## config.mk

```make
export PLATFORM = sky130hd
export DESIGN_NAME = seq_bit_encoder
export DESIGN_NICKNAME = d
export VERILOG_FILES = /design/src/rtl/enc_pkg.sv /design/src/rtl/decoder.sv /design/src/rtl/prio_enc.sv /design/src/rtl/seq_bit_encoder.sv
export SDC_FILE = /design/constraint.sdc
export NUM_CORES = 1
export LEC_CHECK = 0
export ABC_AREA = 1
export CAP_MARGIN = 20
export CORE_AREA = 10 10 47 49
export DETAILED_ROUTE_END_ITERATION = 7
export DIE_AREA = 0 0 57 59
export MAX_ROUTING_LAYER = met4
export PLACE_DENSITY = 0.62
export RECOVER_POWER = 100
export SYNTH_ARGS = -nofsm -noshare
export SYNTH_HDL_FRONTEND = slang
export SYNTH_HIERARCHICAL = 1
export SYNTH_SLANG_ARGS = --single-unit
```

## constraint.sdc

```tcl
create_clock -name clk -period 1.4 [get_ports clk]
set_input_delay 0.21 -clock clk [delete_from_list [all_inputs] [get_ports clk]]
set_output_delay 0.21 -clock clk [all_outputs]
set_load 0.1 [all_outputs]
```

## src/rtl/enc_pkg.sv

```systemverilog
// enc_pkg
//   Shared definitions for the one-hot decoder / bit-encoder family.
//   - state_t : two-state serializer encoding (ST_IDLE, ST_EMIT)
//   - vec_width(n) : request vector width for an n-bit index (1 << n)
package enc_pkg;

   typedef enum logic {
      ST_IDLE = 1'b0,
      ST_EMIT = 1'b1
   } state_t;

   function automatic int vec_width(input int n);
      return 1 << n;
   endfunction

endpackage : enc_pkg

```

## src/rtl/decoder.sv

```systemverilog
// decoder
//   Binary-to-one-hot decoder.
//   Ports:
//     a_i  in  N   binary index
//     y_o  out W   one-hot vector with bit a_i set (W = 1 << N)
module decoder
   import enc_pkg::*;
#(
   parameter int N = 2
) (
   input  logic [N-1:0]      a_i,
   output logic [(1<<N)-1:0] y_o
);

   localparam int W = vec_width(N);

   always_comb begin
      y_o = '0;
      for (int i = 0; i < W; i++) begin
         y_o[i] = (a_i == i[N-1:0]);
      end
   end

endmodule : decoder

```

## src/rtl/prio_enc.sv

```systemverilog
// prio_enc
//   Combinational lowest-set-bit finder.
//   Ports:
//     vec_i  in  W   vector to scan (W = 1 << N)
//     idx_o  out N   index of the lowest set bit (0 when vec_i is all-zero)
//     any_o  out 1   at least one bit of vec_i is set
module prio_enc
   import enc_pkg::*;
#(
   parameter int N = 2
) (
   input  logic [(1<<N)-1:0] vec_i,
   output logic [N-1:0]      idx_o,
   output logic              any_o
);

   localparam int W = vec_width(N);

   // Scanning from the top down lets the lowest set bit win the last assignment.
   always_comb begin
      idx_o = '0;
      any_o = 1'b0;
      for (int i = W - 1; i >= 0; i--) begin
         if (vec_i[i]) begin
            idx_o = i[N-1:0];
            any_o = 1'b1;
         end
      end
   end

endmodule : prio_enc

```

## src/rtl/seq_bit_encoder.sv

```systemverilog
// seq_bit_encoder
//   Captures a multi-hot request vector and returns the index of each set bit,
//   one per output handshake, in priority order (LSB-first or MSB-first).
//   An all-zero vector produces a single dummy beat flagged by out_zero.
//
//   Handshakes: a transfer happens on a rising edge where valid && ready are both
//   high. valid never depends combinationally on ready, and once out_valid is
//   raised it, out_idx, out_last and out_zero stay stable until the beat transfers.
//
//   Ports:
//     clk        in  1   clock, rising edge
//     rst        in  1   synchronous active-high reset
//     in_valid   in  1   in_vec is valid
//     in_ready   out 1   a vector can be captured this cycle
//     in_vec     in  W   multi-hot request vector (W = 1 << N)
//     out_valid  out 1   out_idx/out_last/out_zero are valid
//     out_ready  in  1   consumer accepts the current index
//     out_idx    out N   index of the highest-priority pending bit
//     out_last   out 1   final beat for the captured vector
//     out_zero   out 1   captured vector was all-zero
//     dbg_state  out 1   current FSM state (state_t encoding)
module seq_bit_encoder
   import enc_pkg::*;
#(
   parameter int N         = 2,
   parameter bit LSB_FIRST = 1'b1
) (
   input  logic              clk,
   input  logic              rst,
   input  logic              in_valid,
   output logic              in_ready,
   input  logic [(1<<N)-1:0] in_vec,
   output logic              out_valid,
   input  logic              out_ready,
   output logic [N-1:0]      out_idx,
   output logic              out_last,
   output logic              out_zero,
   output logic              dbg_state
);

   localparam int         W   = vec_width(N);
   localparam logic [W-1:0] ONE = W'(1);

   state_t         state_q, state_d;
   logic [W-1:0]   pending_q, pending_d;
   logic           zero_q, zero_d;
   logic           init_q;

   logic [W-1:0]   scan_vec;
   logic [N-1:0]   scan_idx;
   logic [N-1:0]   prio_idx;
   logic           scan_any;
   logic [W-1:0]   clr_mask;
   logic           single_left;
   logic           emit;

   // MSB-first priority reuses the lowest-bit finder on the bit-reversed vector;
   // reversing position i maps to W-1-i, which is ~i for a power-of-two width.
   generate
      if (LSB_FIRST) begin : g_lsb
         assign scan_vec = pending_q;
         assign prio_idx = scan_idx;
      end else begin : g_msb
         for (genvar i = 0; i < W; i++) begin : g_rev
            assign scan_vec[i] = pending_q[W-1-i];
         end
         assign prio_idx = ~scan_idx;
      end
   endgenerate

   prio_enc #(.N(N)) u_prio (
      .vec_i (scan_vec),
      .idx_o (scan_idx),
      .any_o (scan_any)
   );

   decoder #(.N(N)) u_dec (
      .a_i (out_idx),
      .y_o (clr_mask)
   );

   // At most one bit pending: clearing the lowest set bit leaves nothing.
   assign single_left = ((pending_q & (pending_q - ONE)) == '0);
   assign emit        = (state_q == ST_EMIT);

   // All outputs come from registered state only. init_q holds in_ready low
   // during reset and releases it on the first edge with rst low.
   assign out_valid = emit;
   assign out_idx   = (emit && scan_any) ? prio_idx : '0;
   assign out_last  = emit && single_left;
   assign out_zero  = emit && zero_q;
   assign in_ready  = !emit && init_q;
   assign dbg_state = state_q;

   always_comb begin
      state_d   = state_q;
      pending_d = pending_q;
      zero_d    = zero_q;
      case (state_q)
         ST_IDLE: begin
            if (in_valid && in_ready) begin
               pending_d = in_vec;
               zero_d    = (in_vec == '0);
               state_d   = ST_EMIT;
            end
         end
         ST_EMIT: begin
            if (out_ready) begin
               // For a zero vector this clears bit 0, which is already clear.
               pending_d = pending_q & ~clr_mask;
               if (single_left) begin
                  state_d = ST_IDLE;
                  zero_d  = 1'b0;
               end
            end
         end
         default: state_d = ST_IDLE;
      endcase
   end

   always_ff @(posedge clk) begin
      if (rst) begin
         state_q   <= ST_IDLE;
         pending_q <= '0;
         zero_q    <= 1'b0;
         init_q    <= 1'b0;
      end else begin
         state_q   <= state_d;
         pending_q <= pending_d;
         zero_q    <= zero_d;
         init_q    <= 1'b1;
      end
   end

endmodule : seq_bit_encoder

```

==> Word level (Yosys, flattened, before mapping) <==
Cells that the tools add are included.
{ "op_classes": {"n_shift": 0, "n_addsub": 1, "n_bitwise": 4, "reduce_logical": 11, "n_lt_le_gt_ge": 0, "n_mul": 0, "muxes": 21, "n_div": 0, "eq_ne": 6} }
{ "op_table": {"columns": ["cell", "count"], "rows": [
  ["$mux W1", 11],
  ["$mux W2", 5],
  ["$and A4 B4 Y4", 2],
  ["$logic_not A4 Y1", 2],
  ["$mux W4", 2],
  ["$pmux W4 S2", 1],
  ["$logic_and A1 B1 Y1", 5],
  ["$eq A2 B2 Y1 const B", 2],
  ["$ne A2 B2 Y1 const B", 2],
  ["$not A4 Y4", 1],
  ["$pmux W1 S2", 2],
  ["$sub A4 B1 Y4 const B", 1],
  ["$reduce_and A3 Y1", 1],
  ["$eq A2 B1 Y1 const B", 1],
  ["$logic_not A2 Y1", 1],
  ["$ne A2 B1 Y1 const B", 1],
  ["$reduce_and A2 Y1", 1],
  ["$logic_not A1 Y1", 1],
  ["$not A1 Y1", 1]
]} }
{ "word_totals": {"latch_bits": 0, "in_bits": 8, "mem_bits_ro": 0, "ram_bits": 0, "regBits": 7, "elab_cells": 47, "output_inout_bits": 7, "memories": 0} }

==> Logic depth before layout (Yosys ltp) <==
{ "depth": {"depth_word": 11, "ltp_mapped": 9, "depth_no_buf": 9} }

==> Hierarchy <==
The synthesis kept the hierarchy.
{ "by_module_without_submodules": {"columns": ["mod", "cells_each", "area_each_um2", "seq_area_each_um2", "instances"], "rows": [
  ["seq_bit_encoder", 56, 371.6, 140.1, 1],
  ["prio_enc", 8, 36.3, 0.0, 1],
  ["decoder", 7, 26.3, 0.0, 1]
]} }

==> Least setup slack after synthesis <==
Ideal clock, no wire load.
{ "synth_timing": {"path_type": "reg-to-output", "start": "register state_q (netlist: dbg_state)", "end": "output port out_last", "n_path_buf": 0, "slack_ps": -1577, "path_stages_with_launch": 3, "arrival_time_ps": 2767, "required_time_ps": 1190, "path_cell_list": "dfxtp_1 > inv_2 > a21oi_1"} }
{ "synth_via": {"elab_chain_cells": 1} }
{ "synth_lines": {"columns": ["element", "line_no", "text"], "rows": [
  ["from (decl)", "seq_bit_encoder.sv:44", "state_t state_q, state_d;"],
  ["from (signal assigned)", "seq_bit_encoder.sv:128", "state_q <= state_d;"],
  ["$logic_and A1 B1 Y1", "seq_bit_encoder.sv:90", "assign out_last = emit && single_left;"],
  ["to (decl)", "seq_bit_encoder.sv:36", "output logic out_last,"]
]} }
Every way passes these cells.

==> Final worst setup path <==
{ "layout_timing": {"start": "register pending_q[2]", "end": "output port out_idx[0]"} }
{ "layout_via": {"elab_cells_between_ends": 8, "cone_classes": "mux (7); reduce/logical (1)"} }
{ "layout_lines": {"columns": ["element", "line_no", "text"], "rows": [
  ["from (decl)", "seq_bit_encoder.sv:45", "logic [W-1:0] pending_q, pending_d;"],
  ["from (signal assigned)", "seq_bit_encoder.sv:129", "pending_q <= pending_d;"],
  ["$mux W2 (3 in a row)", "prio_enc.sv:24", "if (vec_i[i]) begin"],
  ["net prio_idx[0]", "seq_bit_encoder.sv:51", "logic [N-1:0] prio_idx;"],
  ["$mux W2", "seq_bit_encoder.sv:89", "assign out_idx = (emit && scan_any) ? prio_idx : '0;"],
  ["to (decl)", "seq_bit_encoder.sv:35", "output logic [N-1:0] out_idx,"]
]} }
The timed path passes the listed nets, and every way through them passes these cells.

==> out/metrics.cfg <==
[status]
outcome=finished with violations
violations=negative setup slack

[power]
finalPower_mw=0.616
powerDensity_nw_per_um2=783
p_leak_nw=0.325
ir_drop_uv=447

[global_route]
track_usage_pct=7.37
grt_max_degree=10
antenna_found_initial=0
first_global_vias=497
grt-ovfl-total=0
grt_first_pass_wirelength_um=1930

[final_layout]
drive_gt1_share_pct=41.8
fin_nets=100
design_area_sq_um=787
n_antenna_cell=0
fin_util_pct=56.2
area_growth_pct=81.3

[floorplanning]
core_area_sq_um=1400
die_w_um=57
rows=14
die_h_um=59
start_util_pct=31.0
io_pins=15
die_area_sq_um=3360

[worst_setup_path]
cp-start-kind=flip-flop
arrival_ns=1.20
cp_max_fo=5
crit_path_end_kind=output port
cp.required_ns=1.19
path_class=reg2out

[sta]
timing_worst_slew_pin_value_ns=0.263
rsz0062_at_grt=yes
relSlewSlack_pct=82.4
fmax_mhz=708
worst_slack_ns=-0.0133
tns_ns=-0.0133
finalHoldViolations=0
finalCriticalPeriod_ns=1.41
final-max-slew-violation-count=0
fin_crit_sh_pct=101
fin_skew_ns=0.00673
finalSetupViolations=1

[place]
gp_congestion=0.736
portBuffers=14
detailed_place_hpwl_um=934
dpl_cell_area_sq_um=701

[synthesis]
synth.avg_cell_area_sq_um=6.12
netlist_area_sq_um=434
synth_seq_area_share_pct=32.3
synth.net_count=79
synthCells=71
yosys_warnings=6
synth-seq-cells=7
synth_cell_types=16

[detailed_routing]
viasPerCell=4.79
drcViolationCount=0
num_vias=512
drt-initial-drc-count=8
wl_per_cell_um=11.1
drt_pre_antenna_iters=4
wirelength_um=1190
detail-route-antenna-nets=0

[clock_tree]
clk_latency_ns=0.25
clkSinkCount=7
cts_hold_buffers=0
cts_tree=done
cts_root_buffer=clkbuf_4
clk_pin_slew_ns=0.05
cts_buffers=3
clock_path_buffers=2
htreeDepth=1

[flow_run]
max-cap-violations=0

[min_path]
hold_path.class=reg2reg

## layer usage
layer  vias to the layer above  part of all wire, %  track usage, %
li1                        272                    -               -
met1                       220                   46            7.47
met2                        16                   48            11.5
met3                         4                  4.3            3.00
met4                         0                  1.9            5.03
met5                         -                    0               -
## stage by stage
| step | worst slack [ns] | hold WS, ns | std cells |
|---|---|---|---|
| after floorplan | -0.0705 | 0.270 | 71 |
| after global placement | 0.106 | 0.492 | 101 |
| after detailed placement | 0.0956 | 0.507 | 101 |
| after CTS | -0.000451 | 0.497 | 107 |
| after global routing | -0.0589 | 0.547 | 107 |
| final | -0.0133 | 0.517 | 107 |
## cell usage after synthesis, drive strengths merged
library cell / count / area share [%]
a21oi: 6 / 7.8
a31oi: 1 / 1.4
and3: 2 / 3.5
buf: 1 / 1.7
dfxtp: 7 / 32
inv: 12 / 10
nand2: 16 / 14
nand3: 8 / 10
nand4: 1 / 1.4
nor2: 11 / 9.5
nor3: 1 / 1.2
o21ai: 5 / 6.6
## cell families (layout without fill, tap and decap cells)
logic type,count (synthesis),after routing,synth area share [%]
buffers and inverters,13,33,12.1
AOI/OAI and AO/OA,12,12,15.9
DFF,7,7,32.3
and+or+nand+nor,39,39,39.8
## critical path: stages, from the launching register on
cell,delay (ns)
dfxtp_4,0.36
inv_2,0.05
nand2_2,0.04
a21oi_2,0.13
and3_4,0.20
buf_12,0.17
## power breakdown
group / internal [mW] / switching [mW]
sequential: 0.208 / 0.0203
clock: 0.109 / 0.0745
combinational: 0.0818 / 0.123
## what timing repair did
action | 4_1_cts | 5_1_grt
buffers inserted | 2 | 0
endpoints found under the hold margin | 0 | 0
endpoints found under the setup margin | 3 | 7
resized for setup | 7 | 11
pin swaps | 2 | 2
## cell type report
type	instances	area, sq um
Timing Repair Buffer	17	233
Sequential cell	7	156
Fill cell	144	614
Tap cell	16	20.0
Inverter	12	51.3
Multi-Input combinational cell	51	300
Clock buffer	4	26.3
## cell usage in the layout (no fill, tap or decap), types with 3 or more instances in the layout
cell,synthesis,routed
nand2_1,16,14
inv_1,11,8
nand3_1,7,7
buf_12,0,7
nor2_1,11,6
clkdlybuf4s50_1,0,6
dfxtp_4,0,4
nor2_2,0,3
o21ai_1,0,3
a21oi_2,1,3
clkbuf_4,0,3
buf_4,1,3
## final timing paths
| kind | startpoint | endpoint | slack [ns] | cells after the start |
|---|---|---|---|---|
| worst max register to register | pending_q[2] | pending_q[3] | 0.06 | 9 |
| worst min register to register | pending_q[2] | pending_q[2] | 0.52 | 2 |
| worst max-delay path | pending_q[2] | out_idx[0] | -0.01 | 5 |
| worst min-delay path | pending_q[2] | pending_q[2] | 0.52 | 2 |
## sequential cells by signal, indices dropped and copies added (netlist names)
signal and count:
pending_q 4, init_q 1, zero_q 1, dbg_state 1
Note: power is estimated with default switching activity, not from simulation.
